===== config.mk =====
export PLATFORM = sky130hd
export DESIGN_NAME = btn_resource_arbiter
export DESIGN_NICKNAME = d
export VERILOG_FILES = /design/src/rtl/btn_resource_arbiter.sv
export SDC_FILE = /design/constraint.sdc
export NUM_CORES = 1
export LEC_CHECK = 0
export ABC_AREA = 1
export BUFFER_PORTS_ARGS = -buffer_cell sky130_fd_sc_hd__buf_2
export CAP_MARGIN = 25
export CORE_MARGIN = 4
export CORE_UTILIZATION = 54
export CTS_CLUSTER_SIZE = 12
export DETAILED_ROUTE_END_ITERATION = 7
export PLACE_DENSITY = 0.75
export SLEW_MARGIN = 10
export SYNTH_ARGS = -nofsm -noshare
export SYNTH_HDL_FRONTEND = slang
export SYNTH_SLANG_ARGS = --single-unit

===== constraint.sdc =====
create_clock -name clk -period 2.3 [get_ports clk]
set_input_delay 0.46 -clock clk [delete_from_list [all_inputs] [get_ports clk]]
set_output_delay 0.46 -clock clk [all_outputs]
set_load 0.01 [all_outputs]

===== src/rtl/btn_resource_arbiter.sv =====
// Four-requester arbiter with grant hold limit, per-requester timeout lockout and a dead cycle
// between owners. Define ARB_ROUND_ROBIN_EN for round-robin selection; default is fixed 3>2>1>0.
module btn_resource_arbiter #(
    parameter int unsigned MAX_HOLD = 16
) (
    input  logic       clk,
    input  logic       rst,
    input  logic       en,
    input  logic [3:0] req,
    output logic [3:0] grant,
    output logic [1:0] grant_idx,
    output logic       grant_valid,
    output logic       idle,
    output logic       timeout
);

    localparam logic [1:0] StIdle  = 2'd0;
    localparam logic [1:0] StGrant = 2'd1;
    localparam logic [1:0] StGap   = 2'd2;

    localparam logic [7:0] HoldLast = 8'(MAX_HOLD - 1);

    logic [1:0] state_q, state_d;
    logic [7:0] hold_cnt_q, hold_cnt_d;
    logic [3:0] expired_q, expired_d;
    logic [3:0] grant_q, grant_d;
    logic [1:0] grant_idx_q, grant_idx_d;
    logic       grant_valid_q, grant_valid_d;
    logic       idle_q, idle_d;
    logic       timeout_q, timeout_d;

    logic [3:0] eligible;
    logic [1:0] win_idx;
    logic       owner_req;

    assign eligible  = req & ~expired_q;
    assign owner_req = req[grant_idx_q];

`ifdef ARB_ROUND_ROBIN_EN
    logic [1:0] rr_ptr_q, rr_ptr_d;
    logic [1:0] cand;

    // Walk offsets from farthest to nearest so the nearest eligible requester wins.
    always_comb begin
        win_idx = 2'd0;
        cand    = 2'd0;
        for (int k = 4; k >= 1; k--) begin
            cand = rr_ptr_q + 2'(k);
            if (eligible[cand]) begin
                win_idx = cand;
            end
        end
    end

    always_ff @(posedge clk or posedge rst) begin
        if (rst) begin
            rr_ptr_q <= 2'd3;
        end else begin
            rr_ptr_q <= rr_ptr_d;
        end
    end
`else
    always_comb begin
        if (eligible[3]) begin
            win_idx = 2'd3;
        end else if (eligible[2]) begin
            win_idx = 2'd2;
        end else if (eligible[1]) begin
            win_idx = 2'd1;
        end else begin
            win_idx = 2'd0;
        end
    end
`endif

    always_comb begin
        state_d       = state_q;
        hold_cnt_d    = hold_cnt_q;
        // A lockout bit survives only while its requester keeps asking.
        expired_d     = expired_q & req;
        grant_d       = 4'b0000;
        grant_idx_d   = 2'd0;
        grant_valid_d = 1'b0;
        timeout_d     = 1'b0;
`ifdef ARB_ROUND_ROBIN_EN
        rr_ptr_d      = rr_ptr_q;
`endif
        case (state_q)
            StGrant: begin
                if (!en || !owner_req) begin
                    state_d = StGap;
                end else if (hold_cnt_q == HoldLast) begin
                    state_d                = StGap;
                    expired_d[grant_idx_q] = 1'b1;
                    timeout_d              = 1'b1;
                end else begin
                    hold_cnt_d    = hold_cnt_q + 8'd1;
                    grant_d       = grant_q;
                    grant_idx_d   = grant_idx_q;
                    grant_valid_d = 1'b1;
                end
            end
            default: begin
                // IDLE and the end of GAP arbitrate identically.
                if (en && (eligible != 4'b0000)) begin
                    state_d       = StGrant;
                    hold_cnt_d    = 8'd0;
                    grant_d       = 4'b0001 << win_idx;
                    grant_idx_d   = win_idx;
                    grant_valid_d = 1'b1;
`ifdef ARB_ROUND_ROBIN_EN
                    rr_ptr_d      = win_idx;
`endif
                end else begin
                    state_d = StIdle;
                end
            end
        endcase
        idle_d = (state_d == StIdle) && en && (req == 4'b0000);
    end

    always_ff @(posedge clk or posedge rst) begin
        if (rst) begin
            state_q       <= StIdle;
            hold_cnt_q    <= 8'd0;
            expired_q     <= 4'b0000;
            grant_q       <= 4'b0000;
            grant_idx_q   <= 2'd0;
            grant_valid_q <= 1'b0;
            idle_q        <= 1'b0;
            timeout_q     <= 1'b0;
        end else begin
            state_q       <= state_d;
            hold_cnt_q    <= hold_cnt_d;
            expired_q     <= expired_d;
            grant_q       <= grant_d;
            grant_idx_q   <= grant_idx_d;
            grant_valid_q <= grant_valid_d;
            idle_q        <= idle_d;
            timeout_q     <= timeout_d;
        end
    end

    assign grant       = grant_q;
    assign grant_idx   = grant_idx_q;
    assign grant_valid = grant_valid_q;
    assign idle        = idle_q;
    assign timeout     = timeout_q;

endmodule


==> metrics.csv, run 1 <==
stage,metric,value,unit
worst_hold_path,min_path_type,input port to async pin,
timing,worst_pin_slew,298.8,ps
yosys,synth.distinct_cells,21,
global_route,grt_overflow_total,0,
timing,drv_slew,0,
yosys,synth-warning-count,0,
global_route,grt_pass1_vias,1072,
routing,via_per_inst,5.126,
timing,final.min_clock_period,1716,ps
routing,ant_nets,0,
yosys,async_reset_ff_share,100.0,%
clock_network,cts_resized,0,
clock_network,clockBufferDepth,2,
clock_network,ctsHoldBuffers,0,
global_route,grt_pass1_wl,4540,um
routing,drt_iter0_markers,38,
yosys,synth_most_common_cell,nand2_1,
clock_network,cts_buffers,3,
final_layout,layout-drive-gt1-share,17.44,%
job,drv_cap,0,
status,status,finished clean,
worst_setup_path,worstSetupPathType,flop to flop,
power_and_ir_drop,power_density,641.2,mW/mm^2
clock_network,cts_sinks,23,
yosys,synthDominantCellAreaShare,45.05,%
yosys,avgSynthCellArea,7.258,um^2
worst_setup_path,critPathRequiredTime,2500,ps
worst_setup_path,arrival,1920,ps
timing,clock_skew,17.64,ps
clock_network,cts_setup_buffers,0,
routing,drt-total-wl,2638,um
die,coreArea,0.002233,mm^2
die,die_y,56.64,um
clock_network,path_clk_slew,140,ps
clock_network,cts_root_buffer,clkbuf_4,
global_route,antenna_found_initial,0,
worst_setup_path,crit_fanout,12,
routing,wl_per_cell,11.83,um
global_route,grt_use_total,17.90,%
clock_network,cts_tree,yes,
final_layout,fillers,219,
yosys,ys_ff_latch,23,
placed_design,detailed_place_hpwl,1985,um
global_route,grt_max_degree,24,
placed_design,place.gp.congestion,0.9484,
final_layout,antenna_cells,0,
clock_network,htree_levels,1,
die,pin_count,16,
final_layout,fin_nets,204,
worst_setup_path,cp-end-kind,flop,
yosys,synth_edf_count,0,
yosys,synth_seq_area_share,45.05,%
routing,first_pass_iters,4,
timing,hold_viol_final,0,
die,row_count,17,
yosys,synth_commonest_cells,"nand2_1 (58), nand3_1 (26), dfrtp_1 (23), nor2_1 (23), inv_1 (19)",
placed_design,port_buffers,15,
timing,slew_headroom,80.01,%
yosys,synthCells,176,
routing,drc,0,
power_and_ir_drop,ir_drop,0.4966,mV
clock_network,insertion_delay,320,ps
die,initial_utilization,57.20,%
placed_design,place_ws,649.0,ps
timing,rsz0062_at_grt,no,
yosys,synth_top_flop_cell,dfrtp_1,
yosys,syn-num-nets,184,
timing,tns,0,ps
routing,vias,1143,
die,dieArea,0.003208,mm^2
power_and_ir_drop,p_leak,0.7886,nW
yosys,yosys.area.top_type,dfrtp_1,
timing,fin_crit_sh,74.59,%
final_layout,area.growth.synth_to_final,10.48,%
die,die_w,56.64,um
worst_setup_path,worstSetupStartpointType,flop,
yosys,synth.cell_area,0.001277,mm^2
timing,layout_setup_ws,584.3,ps
timing,fmax,582.9,MHz
yosys,synthTopCellsByArea,"dfrtp_1 (45%), nand2_1 (17%), nand3_1 (10%)",
timing,setup_viol,0,
[final timing paths]
check / cells after the start / start / to / slack [ps]
min: 3 / rst / grant[1]$_DFFE_PP0P_ / 160
min in group clk: 3 / req[2] / expired_q[2]$_DFF_PP0_ / 370
max: 7 / hold_cnt_q[0]$_DFFE_PP0P_ / hold_cnt_q[5]$_DFFE_PP0P_ / 580
min reg2reg: 2 / expired_q[0]$_DFF_PP0_ / expired_q[0]$_DFF_PP0_ / 500
max in group asynchronous: 3 / rst / hold_cnt_q[2]$_DFFE_PP0P_ / 1900
max reg2reg: 7 / hold_cnt_q[0]$_DFFE_PP0P_ / hold_cnt_q[5]$_DFFE_PP0P_ / 580
[critical path, cell delays in order, from the launching register on]
cell and delay (ps):
dfrtp_1 450, ha_1 240, nand3_1 130, nor2_1 90, nor2_2 190, nand3_2 280, nand3_1 160, nand2_1 60
[state kept, by name, summed over array words and instances (netlist names)]
register and count:
expired_q 4, idle 1, hold_cnt_q 8, grant_valid 1
timeout 1, state_q 2, grant 4, grant_idx 2
[report_power, final]
part	total (W)	internal (W)	switching [W]	leakage, nW
clock network	0.000189	0.0000650	0.000125	0.0177
logic	0.000235	0.0000731	0.000162	0.459
registers	0.000480	0.000442	0.0000381	0.312
[logic make-up (layout without fill, tap and decap cells)]
| group | after synthesis | count (layout) | share of synthesized area, % |
|---|---|---|---|
| buf+inv | 23 | 42 | 7.640 |
| xor+xnor | 1 | 1 | 0.6857 |
| compound gates | 8 | 8 | 4.114 |
| simple gates | 120 | 120 | 41.53 |
| flops | 23 | 23 | 45.05 |
| fa+ha+maj | 1 | 1 | 0.9793 |
[layout make-up]
cell class / count / area [um^2] / share of cell area (%)
well taps: 28 / 35.03 / 2.482
flip-flops and latches: 23 / 575.6 / 40.78
inverters: 21 / 78.83 / 5.585
clock buffers: 3 / 22.52 / 1.596
repair buffers: 17 / 90.09 / 6.383
clock inverters: 1 / 5.005 / 0.3546
multi-input cells: 130 / 604.3 / 42.82
[through the flow]
stage               power [W]  std cells  instance area, um^2  utilization [%]  hold slack [ps]
floorplan           0.0006513        176                 1277                -            447.5
global placement    0.0007122        219                 1384            61.96            462.8
detailed placement  0.0007216        219                 1384            61.96            464.7
CTS                 0.0009110        223                 1411            63.19            173.4
global route        0.0009641        223                 1411            63.19            187.4
finish              0.0009050        223                 1411            63.19            158.9
[routing by layer]
metal  GRT usage (%)  part of all wire (%)  vias up
met1           24.78                    45      505
met5               0                     0        -
li1                -                     -      592
met2           28.38                    46       42
met3           2.069                   7.6        4
met4           7.119                   1.4        0
[cell usage in the layout, fill, tap and decap left out, types with 2 or more instances in the layout]
master / instances
nor2_1: 23
nand3_2: 3
nand3_1: 26
nor3_1: 2
buf_2: 15
inv_1: 19
nor2_2: 2
dfrtp_1: 23
nand2_2: 3
o21ai_0: 5
nand2_1: 58
buf_4: 2
clkbuf_4: 3
inv_2: 2
No activity file was read; power rests on OpenSTA's default activity.
==> run 2, diff against run 1 <==
Clock period 2.3 ns to 1.6 ns, I/O delays scaled along.
==> run 2 against run 1 <==
Clock skew decreased by 16 ps. Combinational power increased by 65%. Global-route usage increased by 0.51 points. Count of clock-buffer cells in the layout unchanged. Non-clock buffer count increased by 1. Design area increased by 4.3%. Highest routed layer unchanged.
==> metrics.csv, run 2 (synthesized netlist as in run 1, its figures left out) <==
stage,metric,value,unit,change
final_layout,fin_util,65.88,%,was 63.19%
placed_design,place.gp.congestion,0.9271,,was 0.9484
die,die_y,56.64,um,unchanged
timing,tns,0,ps,unchanged
routing,drc,0,,unchanged
worst_setup_path,crit_fanout,5,,was 12
timing,hold_viol_final,0,,unchanged
final_layout,antenna_cells,0,,unchanged
timing,hold_slack,12.48,ps,was 158.9 ps
die,coreArea,0.002233,mm^2,unchanged
die,dieArea,0.003208,mm^2,unchanged
power_and_ir_drop,p_clk_share,20.4,%,was 20.9%
worst_setup_path,crit_chain,ha_1 -> nand3_1 -> nor2_1 -> nand3_1 -> nor2_4 -> nand2_1 -> nand2_1,,was ha_1 -> nand3_1 -> nor2_1 -> nor2_2 -> nand3_2 -> nand3_1 -> nand2_1
power_and_ir_drop,internal-power,0.0008546,W,was 0.0005804 W
power_and_ir_drop,power_density,920.6,mW/mm^2,was 641.2 mW/mm^2
power_and_ir_drop,p_switching,0.0005000,W,was 0.0003246 W
final_layout,multi_input_area,656.9,um^2,was 604.3 um^2
clock_network,cts_setup_buffers,0,,unchanged
clock_network,htree_levels,1,,unchanged
power_and_ir_drop,p_leak,0.7992,nW,was 0.7886 nW
worst_setup_path,critPathRequiredTime,1860,ps,was 2500 ps
final_layout,layout-drive-gt1-share,20.81,%,was 17.44%
clock_network,clockBufferDepth,2,,unchanged
routing,vias,1164,,was 1143
clock_network,cts_resized,0,,unchanged
clock_network,cts_tree,yes,,unchanged
final_layout,final_cell_mix,"nand2_1 (55), nand3_1 (26), dfrtp_1 (23)",,"was nand2_1 (58), nand3_1 (26), nor2_1 (23), dfrtp_1 (23), inv_1 (19)"
global_route,grt_max_degree,24,,unchanged
final_layout,regArea,575.6,um^2,unchanged
routing,first_pass_iters,4,,unchanged
worst_hold_path,min_path_type,input port to async pin,,unchanged
clock_network,insertion_delay,310,ps,was 320 ps
timing,setup_viol,0,,unchanged
timing,worst_pin_slew,281.4,ps,was 298.8 ps
worst_setup_path,arrival,1740,ps,was 1920 ps
routing,drt_iter0_markers,40,,was 38
timing,final.min_clock_period,1480,ps,was 1716 ps
final_layout,area.growth.synth_to_final,15.18,%,was 10.48%
worst_setup_path,path_delay_family,simple AND/OR/NAND/NOR gates,,unchanged
final_layout,regMostFlops,hold_cnt_q,,unchanged
placed_design,detailed_place_hpwl,1883,um,was 1985 um
final_layout,fillers,193,,was 219
placed_design,dpl-instance-area,0.001391,mm^2,was 0.001384 mm^2
final_layout,fin_nets,206,,was 204
final_layout,final_common_cell,nand2_1,,unchanged
global_route,grt_overflow_total,0,,unchanged
timing,drv_slew,0,,unchanged
worst_setup_path,worstSetupStartpointType,flop,,unchanged
timing,rsz0062_at_grt,yes,,was no
final_layout,final_cell_area,0.001471,mm^2,was 0.001411 mm^2
power_and_ir_drop,power_frac_comb,28.6,%,was 26.0%
global_route,grt_pass1_wl,4657,um,was 4540 um
worst_setup_path,slowest_delay,440,ps,was 450 ps
routing,ant_nets,0,,unchanged
status,status,finished clean,,unchanged
timing,fmax,675.6,MHz,was 582.9 MHz
timing,slew_headroom,81.24,%,was 80.01%
job,drv_cap,0,,unchanged
worst_setup_path,critical_path.slowest_cell,dfrtp_1,,unchanged
placed_design,port_buffers,15,,unchanged
power_and_ir_drop,ir_drop,0.6199,mV,was 0.4966 mV
clock_network,cts_root_buffer,clkbuf_4,,unchanged
clock_network,cts_sinks,23,,unchanged
routing,drt-total-wl,2639,um,was 2638 um
timing,fin_crit_sh,92.50,%,was 74.59%
die,initial_utilization,57.20,%,unchanged
final_layout,largest_reg_flops,8,,unchanged
routing,via_per_inst,5.173,,was 5.126
worst_setup_path,reg2reg_slack,120,ps,was 580 ps
die,row_count,17,,unchanged
power_and_ir_drop,power.share.sequential,51.0,%,was 53.1%
global_route,grt_pass1_vias,1072,,unchanged
die,pin_count,16,,unchanged
clock_network,cts_buffers,3,,unchanged
power_and_ir_drop,swShare,36.91,%,was 35.86%
global_route,antenna_found_initial,0,,unchanged
timing,clock_skew,1.978,ps,was 17.64 ps
clock_network,ctsHoldBuffers,0,,unchanged
die,die_w,56.64,um,unchanged
worst_setup_path,cp_num_buf_inv,0,,unchanged
clock_network,path_clk_slew,130,ps,was 140 ps
global_route,grt_use_total,18.41,%,was 17.90%
routing,wl_per_cell,11.73,um,was 11.83 um
worst_setup_path,worstSetupPathType,flop to flop,,unchanged
worst_setup_path,cp-end-kind,flop,,unchanged
-- run 2: changes by cell type in the layout (fill, tap and decap cells not counted), sizes merged --
cell | before | now
nand3 | 29 | 30
buf | 17 | 18
-- run 2: power by group through the flow --
stage | combinational [W] | sequential (W) | clock [W]
after floorplan | 0.000235 | 0.000701 | 0
after global placement | 0.000338 | 0.000697 | 0
after detailed placement | 0.000341 | 0.000701 | 0
after CTS | 0.000343 | 0.000689 | 0.000291
after global routing | 0.000431 | 0.000698 | 0.000316
final | 0.000388 | 0.000691 | 0.000276
-- run 2: worst paths after layout --
path | from | endpoint | cells after the start
max in group asynchronous | rst | hold_cnt_q[7]$_DFFE_PP0P_ | 3
worst min-delay path | rst | grant[2]$_DFFE_PP0P_ | 3
worst max-delay path | hold_cnt_q[0]$_DFFE_PP0P_ | expired_q[3]$_DFF_PP0_ | 7
worst min register to register | expired_q[2]$_DFF_PP0_ | expired_q[2]$_DFF_PP0_ | 2
min in group clk | req[2] | expired_q[2]$_DFF_PP0_ | 3
worst max register to register | hold_cnt_q[0]$_DFFE_PP0P_ | expired_q[3]$_DFF_PP0_ | 7
-- run 2: worst reg2reg max path, delay by kind of cell, from the launching register on --
kind / cells / cell delay (ps)
and+or+nand+nor: 6 / 780
adders and majority gates: 1 / 210
DFF: 1 / 440
-- run 2: layout make-up --
type	instances	share of cell area (%)
Multi-Input combinational cell	131	44.64
Tap cell	28	2.381
Clock buffer	3	1.531
Inverter	21	5.357
Sequential cell	23	39.12
Clock inverter	1	0.3401
Timing Repair Buffer	18	6.633
-- run 2: layer usage --
layer,share of wire (%),GRT usage (%),vias to the layer above
met1,48,25.77,531
met2,46,27.56,33
li1,-,-,596
met4,1.6,10.17,0
met5,0,0,-
met3,5.1,2.069,4
-- run 2: through the flow --
stage	setup slack (ps)	power (W)	std cells
global route	-2.857	0.001446	225
CTS	12.57	0.001323	224
floorplan	177.4	0.0009362	176
detailed placement	27.57	0.001042	220
finish	119.9	0.001355	225
global placement	114.1	0.001035	220
==> run 3, diff against run 2 <==
Settings changed: CORE_UTILIZATION 54 to 51, PLACE_DENSITY 0.75 to 0.74.
Clock period 1.6 ns to 1.35 ns, I/O delays scaled along.
==> run 3 against run 2 <==
The flow now finishes with violations (setup timing). Global-route usage is 2.4 points higher. Worst setup slack worse by 170 ps. Sequential share of layout area is 6.7 points lower. Cell count is 11% higher. Register-to-register slack worse by 170 ps. Fmax is 6.0% higher. Core utilization is 12 points higher. Critical path depth is 2 higher. Clock skew is 7.7 ps higher. Die area is 5.0% higher. Critical path type unchanged. Critical endpoint is now hold_cnt_q[7]$_DFFE_PP0P_.
==> metrics.csv, run 3 (synthesized netlist as in run 1, its figures left out) <==
stage,metric,value,unit,change
status,status,"complete, but fails checks",,was finished clean
status,violations,setup timing,,
worst_hold_path,min_path_type,input port to flop,,was input port to async pin
die,die_y,58.05,um,was 56.64 um
die,dieArea,0.003370,mm^2,was 0.003208 mm^2
worst_setup_path,worstSetupStartpointType,flop,,unchanged
global_route,grt_max_degree,24,,unchanged
global_route,grt_use_total,20.83,%,was 18.41%
power_and_ir_drop,power_density,1026,mW/mm^2,was 920.6 mW/mm^2
final_layout,area.growth.synth_to_final,39.37,%,was 15.18%
worst_setup_path,endpoint,hold_cnt_q[7]$_DFFE_PP0P_,,was expired_q[3]$_DFF_PP0_
die,die_w,58.05,um,was 56.64 um
placed_design,dp.cells,235,,was 220
timing,rsz0062_at_grt,yes,,unchanged
final_layout,antenna_cells,0,,unchanged
clock_network,cts_tree,yes,,unchanged
final_layout,layout-drive-gt1-share,37.56,%,was 20.81%
global_route,grt_pass1_vias,1263,,was 1072
final_layout,largest_reg_flops,8,,unchanged
timing,fmax,716.0,MHz,was 675.6 MHz
worst_setup_path,arrival,1670,ps,was 1740 ps
global_route,grt_overflow_total,0,,unchanged
worst_setup_path,worstSetupPathType,flop to flop,,unchanged
worst_setup_path,cp-end-kind,flop,,unchanged
global_route,grt_pass1_wl,5437,um,was 4657 um
worst_setup_path,startpoint,hold_cnt_q[2]$_DFFE_PP0P_,,was hold_cnt_q[0]$_DFFE_PP0P_
placed_design,detailed_place_hpwl,2343,um,was 1883 um
final_layout,fillers,146,,was 193
worst_setup_path,reg2reg_slack,-50,ps,was 120 ps
power_and_ir_drop,p_leak,0.9311,nW,was 0.7992 nW
die,initial_utilization,55.61,%,was 57.20%
timing,clock_skew,9.632,ps,was 1.978 ps
final_layout,fin_cells,249,,was 225
clock_network,cts_buffers,3,,unchanged
timing,drv_slew,0,,unchanged
clock_network,cts_root_buffer,clkbuf_4,,unchanged
timing,setup_viol,2,,was 0
placed_design,port_buffers,15,,unchanged
clock_network,path_clk_slew,140,ps,was 130 ps
worst_setup_path,crit_fanout,5,,unchanged
die,pin_count,16,,unchanged
timing,layout_setup_ws,-46.60,ps,was 119.9 ps
power_and_ir_drop,ir_drop,0.7886,mV,was 0.6199 mV
worst_setup_path,rr_worst_depth,9,,was 7
final_layout,fin_nets,230,,was 206
routing,vias,1354,,was 1164
placed_design,place.gp.congestion,0.8735,,was 0.9271
routing,first_pass_iters,4,,unchanged
routing,drt-total-wl,3572,um,was 2639 um
global_route,antenna_found_initial,0,,unchanged
timing,final.min_clock_period,1397,ps,was 1480 ps
placed_design,place_ws,-123.0,ps,was 27.57 ps
timing,hold_viol_final,0,,unchanged
clock_network,htree_levels,1,,unchanged
clock_network,clockBufferDepth,2,,unchanged
worst_setup_path,worstReg2RegEnd,hold_cnt_q[7]$_DFFE_PP0P_,,was expired_q[3]$_DFF_PP0_
power_and_ir_drop,power,0.001827,W,was 0.001355 W
worst_setup_path,critPathRequiredTime,1620,ps,was 1860 ps
routing,drt_iter0_markers,66,,was 40
timing,slew_headroom,80.33,%,was 81.24%
routing,wl_per_cell,14.35,um,was 11.73 um
clock_network,insertion_delay,320,ps,was 310 ps
routing,ant_nets,0,,unchanged
worst_hold_path,whs_path_depth,3,,
job,drv_cap,0,,unchanged
worst_setup_path,r2r-start,hold_cnt_q[2]$_DFFE_PP0P_,,was hold_cnt_q[0]$_DFFE_PP0P_
timing,worst_pin_slew,295.1,ps,was 281.4 ps
routing,via_per_inst,5.438,,was 5.173
final_layout,final_cell_mix,"nand2_1 (48), buf_4 (23), dfrtp_1 (22)",,"was nand2_1 (55), nand3_1 (26), dfrtp_1 (23)"
routing,drc,0,,unchanged
clock_network,cts_sinks,23,,unchanged
die,coreArea,0.002297,mm^2,was 0.002233 mm^2
timing,fin_crit_sh,103.5,%,was 92.50%
die,row_count,17,,unchanged
final_layout,final_common_cell,nand2_1,,unchanged
final_layout,regMostFlops,hold_cnt_q,,unchanged
run 3: worst max-delay path, cell delays in order, from the launching register on:
cell and delay (ps):
dfrtp_1 430, buf_4 170, nand2_1 50, nor2_1 220, nand2_1 110, nand2_1 60, nand2_1 50, nor2_1 100
nand3_1 90, nand2_1 70
run 3: metal layers:
metal	vias up	global-route usage, %	part of all wire (%)	routed length, um
li1	646	-	-	-
met4	0	10.26	3.2	115
met2	56	36.61	50	1791
met5	-	0	0	0
met3	11	2.450	5.2	185
met1	641	24.93	41	1479
run 3: worst min path at each step:
stage / start / end / slack, ps
after floorplan: rst / expired_q[0]$_DFF_PP0_ / 270
after global placement: rst / grant[1]$_DFFE_PP0P_ / 320
after detailed placement: rst / grant[1]$_DFFE_PP0P_ / 330
after CTS: req[2] / expired_q[2]$_DFF_PP0_ / 180
after global routing: req[0] / expired_q[0]$_DFF_PP0_ / 200
final: req[2] / expired_q[2]$_DFF_PP0_ / 190
run 3: power by group:
| part | internal, W | total, W | switching [W] |
|---|---|---|---|
| clock | 0.000116 | 0.000334 | 0.000219 |
| combinational | 0.000285 | 0.000678 | 0.000392 |
| sequential | 0.000754 | 0.000814 | 0.0000607 |
| total | 0.00115 | 0.00183 | 0.000672 |
run 3: metrics by stage:
step | setup TNS [ps] | hold WS, ps | cell area (um^2) | util (%)
floorplan | -79.34 | 271.9 | 1285 | -
global placement | -844.8 | 318.9 | 1511 | 65.80
detailed placement | -1026 | 325.5 | 1511 | 65.80
CTS | -82.55 | 180.9 | 1580 | 68.79
global route | -1032 | 195.4 | 1780 | 77.51
finish | -55.62 | 188.9 | 1780 | 77.51
run 3: cell type report:
type                       count  area, um^2  area share [%]
inverter                      21       78.83           4.427
clock buffer                   4       26.28           1.476
tap                           28       35.03           1.968
multi-input combinational    131       772.0           43.36
sequential                    23       576.8           32.40
timing repair buffer          42       291.5           16.37
run 3: repair_timing:
action / CTS / global route
hold buffers: 1 / 0
cloned: 0 / 1
setup endpoints to repair: 16 / 21
setup buffers: 0 / 8
hold endpoints to repair: 23 / 0
pin swaps: 2 / 11
gates resized for setup: 8 / 33
